## config.mk

```make
export PLATFORM = sky130hd
export DESIGN_NAME = mem_arb_bridge
export DESIGN_NICKNAME = d
export VERILOG_FILES = /design/src/rtl/core_pkg.sv /design/src/rtl/mem_arb_bridge_lane_align.sv /design/src/rtl/mem_arb_bridge.sv
export SDC_FILE = /design/constraint.sdc
export NUM_CORES = 1
export LEC_CHECK = 0
export ABC_AREA = 1
export CAP_MARGIN = 20
export CORE_ASPECT_RATIO = 1.75
export CORE_MARGIN = 2
export CORE_UTILIZATION = 34
export CTS_BUF_LIST = sky130_fd_sc_hd__clkbuf_4
export DETAILED_ROUTE_END_ITERATION = 16
export GPL_TIMING_DRIVEN = 1
export PLACE_DENSITY_LB_ADDON = 0.2
export SYNTH_ARGS = -nofsm -noshare
export SYNTH_HDL_FRONTEND = slang
export SYNTH_SLANG_ARGS = --single-unit
```

## constraint.sdc

```tcl
create_clock -name clock -period 5.7 [get_ports clock]
set_input_delay 0.855 -clock clock [delete_from_list [all_inputs] [get_ports clock]]
set_output_delay 0.855 -clock clock [all_outputs]
set_load 0.02 [all_outputs]
```

## src/rtl/core_pkg.sv

```systemverilog
// Shared types for the core's memory-side bridge: FSM states, access sizes, grant ids.
package core_pkg;

    typedef enum logic [1:0] {
        IDLE,
        REQ,
        WAIT,
        RESP
    } arb_state_t;

    typedef enum logic {
        GNT_IFU,
        GNT_LSU
    } gnt_t;

    localparam logic [1:0] SZ_BYTE = 2'd0;
    localparam logic [1:0] SZ_HALF = 2'd1;
    localparam logic [1:0] SZ_WORD = 2'd2;

endpackage

```

## src/rtl/mem_arb_bridge_lane_align.sv

```systemverilog
// Combinational byte-lane shifter: store data/strobe up, load data down, misalign flag.
module lane_align
    import core_pkg::*;
(
    input  logic [1:0]  addr_lo,
    input  logic [1:0]  size,
    input  logic [31:0] wdata,
    input  logic [3:0]  wmask,
    input  logic [31:0] rdata_in,
    output logic [31:0] wdata_out,
    output logic [3:0]  wstrb_out,
    output logic [31:0] rdata_out,
    output logic        misalign
);

    logic [4:0] bit_shift;

    always_comb begin
        bit_shift = {addr_lo, 3'b000};
        wdata_out = wdata << bit_shift;
        wstrb_out = wmask << addr_lo;
        rdata_out = rdata_in >> bit_shift;
        misalign  = 1'b0;
        case (size)
            SZ_BYTE: misalign = 1'b0;
            SZ_HALF: misalign = addr_lo[0];
            default: misalign = (addr_lo != 2'b00);  // word and the reserved encoding
        endcase
    end

endmodule

```

## src/rtl/mem_arb_bridge.sv

```systemverilog
// Merges ifu and lsu channels onto one memory port; lsu has priority, one transaction in flight.
module mem_arb_bridge
    import core_pkg::*;
#(
    parameter int unsigned TIMEOUT   = 255,
    parameter logic [31:0] ERR_RDATA = 32'hDEAD_BEEF
) (
    input  logic        clock,
    input  logic        reset,
    input  logic        ifu_reqValid,
    input  logic [31:0] ifu_addr,
    output logic        ifu_respValid,
    output logic [31:0] ifu_rdata,
    input  logic        lsu_reqValid,
    input  logic [31:0] lsu_addr,
    input  logic [1:0]  lsu_size,
    input  logic        lsu_wen,
    input  logic [31:0] lsu_wdata,
    input  logic [3:0]  lsu_wmask,
    output logic        lsu_respValid,
    output logic [31:0] lsu_rdata,
    output logic        mem_reqValid,
    input  logic        mem_reqReady,
    output logic [31:0] mem_addr,
    output logic        mem_wen,
    output logic [31:0] mem_wdata,
    output logic [3:0]  mem_wstrb,
    input  logic        mem_respValid,
    input  logic [31:0] mem_rdata,
    output logic        err
);

    localparam int unsigned TW = $clog2(TIMEOUT + 1);

    arb_state_t    state_q, state_d;
    gnt_t          gnt_q, gnt_sel;
    logic [31:0]   addr_q, sel_addr;
    logic [1:0]    size_q, sel_size;
    logic          wen_q;
    logic [31:0]   wdata_q;
    logic [3:0]    wstrb_q;
    logic [TW-1:0] timer_q;
    logic [31:0]   ifu_rdata_q, lsu_rdata_q;
    logic          err_q;
    logic          req_any, timeout_hit;
    logic [1:0]    la_addr, la_size;
    logic [31:0]   al_wdata, al_rdata;
    logic [3:0]    al_wstrb;
    logic          al_misalign;

    always_comb begin
        req_any     = lsu_reqValid | ifu_reqValid;
        gnt_sel     = lsu_reqValid ? GNT_LSU : GNT_IFU;
        sel_addr    = lsu_reqValid ? lsu_addr : ifu_addr;
        sel_size    = lsu_reqValid ? lsu_size : SZ_WORD;
        // The shifter sees the incoming request while arbitrating, the captured one afterwards.
        la_addr     = (state_q == IDLE) ? sel_addr[1:0] : addr_q[1:0];
        la_size     = (state_q == IDLE) ? sel_size : size_q;
        timeout_hit = (timer_q == TW'(TIMEOUT - 1));
    end

    lane_align u_lane_align (
        .addr_lo   (la_addr),
        .size      (la_size),
        .wdata     (lsu_wdata),
        .wmask     (lsu_wmask),
        .rdata_in  (mem_rdata),
        .wdata_out (al_wdata),
        .wstrb_out (al_wstrb),
        .rdata_out (al_rdata),
        .misalign  (al_misalign)
    );

    always_ff @(posedge clock or posedge reset) begin
        if (reset) begin
            state_q <= IDLE;
        end else begin
            state_q <= state_d;
        end
    end

    always_comb begin
        state_d = state_q;
        case (state_q)
            IDLE: if (req_any) state_d = al_misalign ? RESP : REQ;
            REQ:  if (mem_reqReady) state_d = WAIT;
            WAIT: if (mem_respValid || timeout_hit) state_d = RESP;
            RESP: state_d = IDLE;
            default: state_d = IDLE;
        endcase
    end

    always_ff @(posedge clock or posedge reset) begin
        if (reset) begin
            gnt_q       <= GNT_IFU;
            addr_q      <= '0;
            size_q      <= '0;
            wen_q       <= 1'b0;
            wdata_q     <= '0;
            wstrb_q     <= '0;
            timer_q     <= '0;
            ifu_rdata_q <= '0;
            lsu_rdata_q <= '0;
            err_q       <= 1'b0;
        end else begin
            case (state_q)
                IDLE: begin
                    if (req_any) begin
                        gnt_q   <= gnt_sel;
                        addr_q  <= sel_addr;
                        size_q  <= sel_size;
                        wen_q   <= lsu_reqValid & lsu_wen;
                        wdata_q <= lsu_reqValid ? al_wdata : '0;
                        wstrb_q <= (lsu_reqValid && lsu_wen) ? al_wstrb : 4'b0000;
                        if (al_misalign) begin
                            err_q <= 1'b1;
                            if (lsu_reqValid) lsu_rdata_q <= ERR_RDATA;
                            else              ifu_rdata_q <= ERR_RDATA;
                        end
                    end
                end
                REQ: begin
                    if (mem_reqReady) timer_q <= '0;
                end
                WAIT: begin
                    if (mem_respValid) begin
                        if (gnt_q == GNT_LSU) lsu_rdata_q <= wen_q ? '0 : al_rdata;
                        else                  ifu_rdata_q <= mem_rdata;
                    end else if (timeout_hit) begin
                        err_q <= 1'b1;
                        if (gnt_q == GNT_LSU) lsu_rdata_q <= ERR_RDATA;
                        else                  ifu_rdata_q <= ERR_RDATA;
                    end else begin
                        timer_q <= timer_q + TW'(1);
                    end
                end
                default: ;
            endcase
        end
    end

    always_comb begin
        mem_reqValid  = (state_q == REQ);
        mem_addr      = {addr_q[31:2], 2'b00};
        mem_wen       = wen_q;
        mem_wdata     = wdata_q;
        mem_wstrb     = wstrb_q;
        ifu_respValid = (state_q == RESP) && (gnt_q == GNT_IFU);
        lsu_respValid = (state_q == RESP) && (gnt_q == GNT_LSU);
        ifu_rdata     = ifu_rdata_q;
        lsu_rdata     = lsu_rdata_q;
        err           = err_q;
    end

endmodule
```

==> out/qor.txt <==
H-tree levels: 4
Final Setup Violations: 0
IO Port Bufs: 275
worst hold endpoint: lsu_rdata[26]
Compound-Gate Fraction of Synth Area: 8.541%
crit-path cells: clkdlybuf4s50_1 -> buf_4 -> inv_4 -> nand2_1 -> nand3_1 -> nand2_2 -> inv_2 -> nor2_4 -> nand2_1 -> a21oi_1 -> nand2_1 -> nand2_1
reg-to-reg endpoint: lsu_rdata[30]
clock sink count: 147
Hold Crit Start: lsu_rdata[26]
clock root buffer: clkbuf_4
Worst-Margin Slew: 1041 ps
Nets: 1,436
CP arrival: 4140 ps
Tot GR Track Use: 22.61%
number of global-route vias before repair: 7,983
Hold Path Depth: 2
fin crit share: 63.64%
largest net degree at the start of global routing: 102
synth warn: 0
slowest CP cell: nand2_2
reg-to-reg slack, setup: 2280 ps
Yosys reg bits: 147
PnR worst setup slack: 2073 ps
cell mode on critical path: nand2_1
Crit path buffers/inverters: 4
filler cell count: 2,397
cell family with most CP delay: buffers and inverters
Pwr per Cell Area: 598.5 nW/um^2
max cap viols: 0
LEAKAGE: 0.005061 uW
CP max FO: 39
Congestion Overflow GR: 0
CP required: 6210 ps
RSZ-0062 raised after global routing: no
Reg clk slew, reported paths: 130 ps
post-cts sizing count: 0
worst slack at placement: 1493 ps
worst r2r src: state_q[1]
largest stage delay on the critical path: 610 ps
synth unique cells: 33
Area growth syn-to-layout: 36.89%
post-DR vias/cell: 4.935
Fin. Hold Viols: 0
simple-gate share of the synthesized area: 34.93%
Main synth FF type: dfrtp_1
minimum clock period: 3627 ps
Final HPWL DP: 20,290 um
initial core utilization: 34.54%
R2R depth: 12
Mapped Cells: 1,084
io pins: 278
CTS Buf Count: 17
syn avg cell area: 7.406 um^2
Max clock buf depth: 2
Iter 0 DRT Violations: 476
hold buffers post-CTS: 0
Post-synth top cells: 431 x nand2_1, 147 x dfrtp_1, 122 x nand3_1, 57 x o21ai_0, 52 x nor2_1
Layout Skew: 29.73 ps
critical path startpoint category: primary input
largest family of logic cells by synthesized area: simple AND/OR/NAND/NOR gates
path category of the worst min-delay check: reg2reg
RD Place Congestion: 0.9724
Cell Area, Synth: 8028 um^2
setup TNS: 0 ps
fmax: 275.7 MHz
top-count cell post-synth: nand2_1
number of remaining DRC errors: 0
clk_lat worst skew: 580 ps
Post-Synth XOR/XNOR Area: 0.1091%
DIE AREA: 24,900 um^2
post-synthesis sequential area ratio: 45.82%
kind of end point of the critical path: flip-flop
Total Wirelength: 27,560 um
Setup Crit Path Kind: in2reg
row cnt: 74
Post-Synth Adder-Cell Area: 1.091%
Slew Limit Fails: 0
drt first pass iters: 6
status: finished clean
chip width: 120.2 um
Core Area: 23,240 um^2
share of layout cells above drive strength 1: 6.620%
EDFF count, synth: 0
Synth area leaders: dfrtp_1 46%, nand2_1 20%, nand3_1 7.6%, buf_4 4.0%, o21ai_0 3.6%
Post-CTS Setup Bufs: 0
post-synth top area share: 45.82%
CTS tree: yes
ANT nets after route: 0
DR WL/cell: 17.18 um
Max transition margin: 30.52%
first-pass GRT wire length: 43,440 um
IR Drop Worst-Case VDD: 0.2409 mV
ys async rst share: 100.0%
mux share of post-synthesis cell area: 0%
Chip Height: 207.3 um
initial antenna violation count: 1
routed via count: 7,915
post-synth top area cell: dfrtp_1
cell usage in the layout (no fill, tap or decap), drive strengths merged, types with 7 or more instances in the layout:
master / n
a31oi: 31
nand3b: 8
or2: 26
nand3: 125
clkdlybuf4s50: 275
ha: 7
o31ai: 9
a21oi: 15
o21ai: 66
inv: 52
nor2: 56
clkbuf: 20
nand2: 442
dfrtp: 147
sequential cells by signal, indices dropped and copies added, names as in the netlist:
register and cells:
state_q 2, mem_wdata 32, addr_q 32, gnt_q 1
mem_wstrb 4, mem_wen 1, lsu_rdata 32, timer_q 8
err 1, size_q 2, ifu_rdata 32
worst min-delay path, stage by stage (launching register included):
cell and delay [ps]:
dfrtp_1 360, nand2_1 50, nand2_1 40
metal layers:
layer	global-route usage, %	share of wire, %	vias to the layer above
met3	5.852	6.7	59
li1	-	-	3847
met1	24.77	38	3680
met2	40.20	51	329
met4	10.47	4.0	0
met5	0	0	-
metrics by stage:
stage	power (uW)	cell area, um^2	util [%]	std cells	hold slack, ps
after detailed placement	5793	10630	45.75	1572	457.7
after CTS	6615	10970	47.19	1602	487.3
final	6578	10990	47.29	1604	478.8
after global placement	5763	10630	45.75	1572	453.2
after global routing	7136	10990	47.29	1604	503.9
after floorplan	4486	8031	-	1085	454.4
cell families (layout without fill, tap and decap cells):
family / after synthesis / count (layout)
fa+ha+maj: 7 / 7
simple gates: 658 / 658
compound gates: 123 / 123
buf+inv: 147 / 361
other cells: 1 / 3
flops: 147 / 147
xor+xnor: 1 / 1
worst max path at each step:
stage | start | endpoint | slack [ps] | cells after the start
2_1_floorplan | reset | addr_q[0] | 890 | 1
3_3_place_gp | lsu_reqValid | lsu_rdata[6] | 1520 | 12
3_5_place_dp | lsu_reqValid | ifu_rdata[29] | 1490 | 13
4_1_cts | state_q[1] | mem_wdata[31] | 2090 | 9
5_1_grt | lsu_reqValid | lsu_rdata[10] | 1800 | 13
6_report | lsu_reqValid | lsu_rdata[22] | 2070 | 12
power by group:
group          internal, uW  total, uW  switching (uW)
logic                  1480       4000            2520
clock network           401        801             400
registers              1500       1780             274
area by class of cell:
class / instances / area (um^2) / area share (%)
flip-flops and latches: 147 / 3679 / 33.47
multi-input cells: 791 / 3596 / 32.72
repair buffers: 279 / 2795 / 25.44
well taps: 304 / 380.4 / 3.461
inverters: 52 / 202.7 / 1.844
clock inverters: 10 / 183.9 / 1.674
clock buffers: 20 / 150.1 / 1.366
diodes: 1 / 2.502 / 0.02277
(Power assumes the default switching activity.)
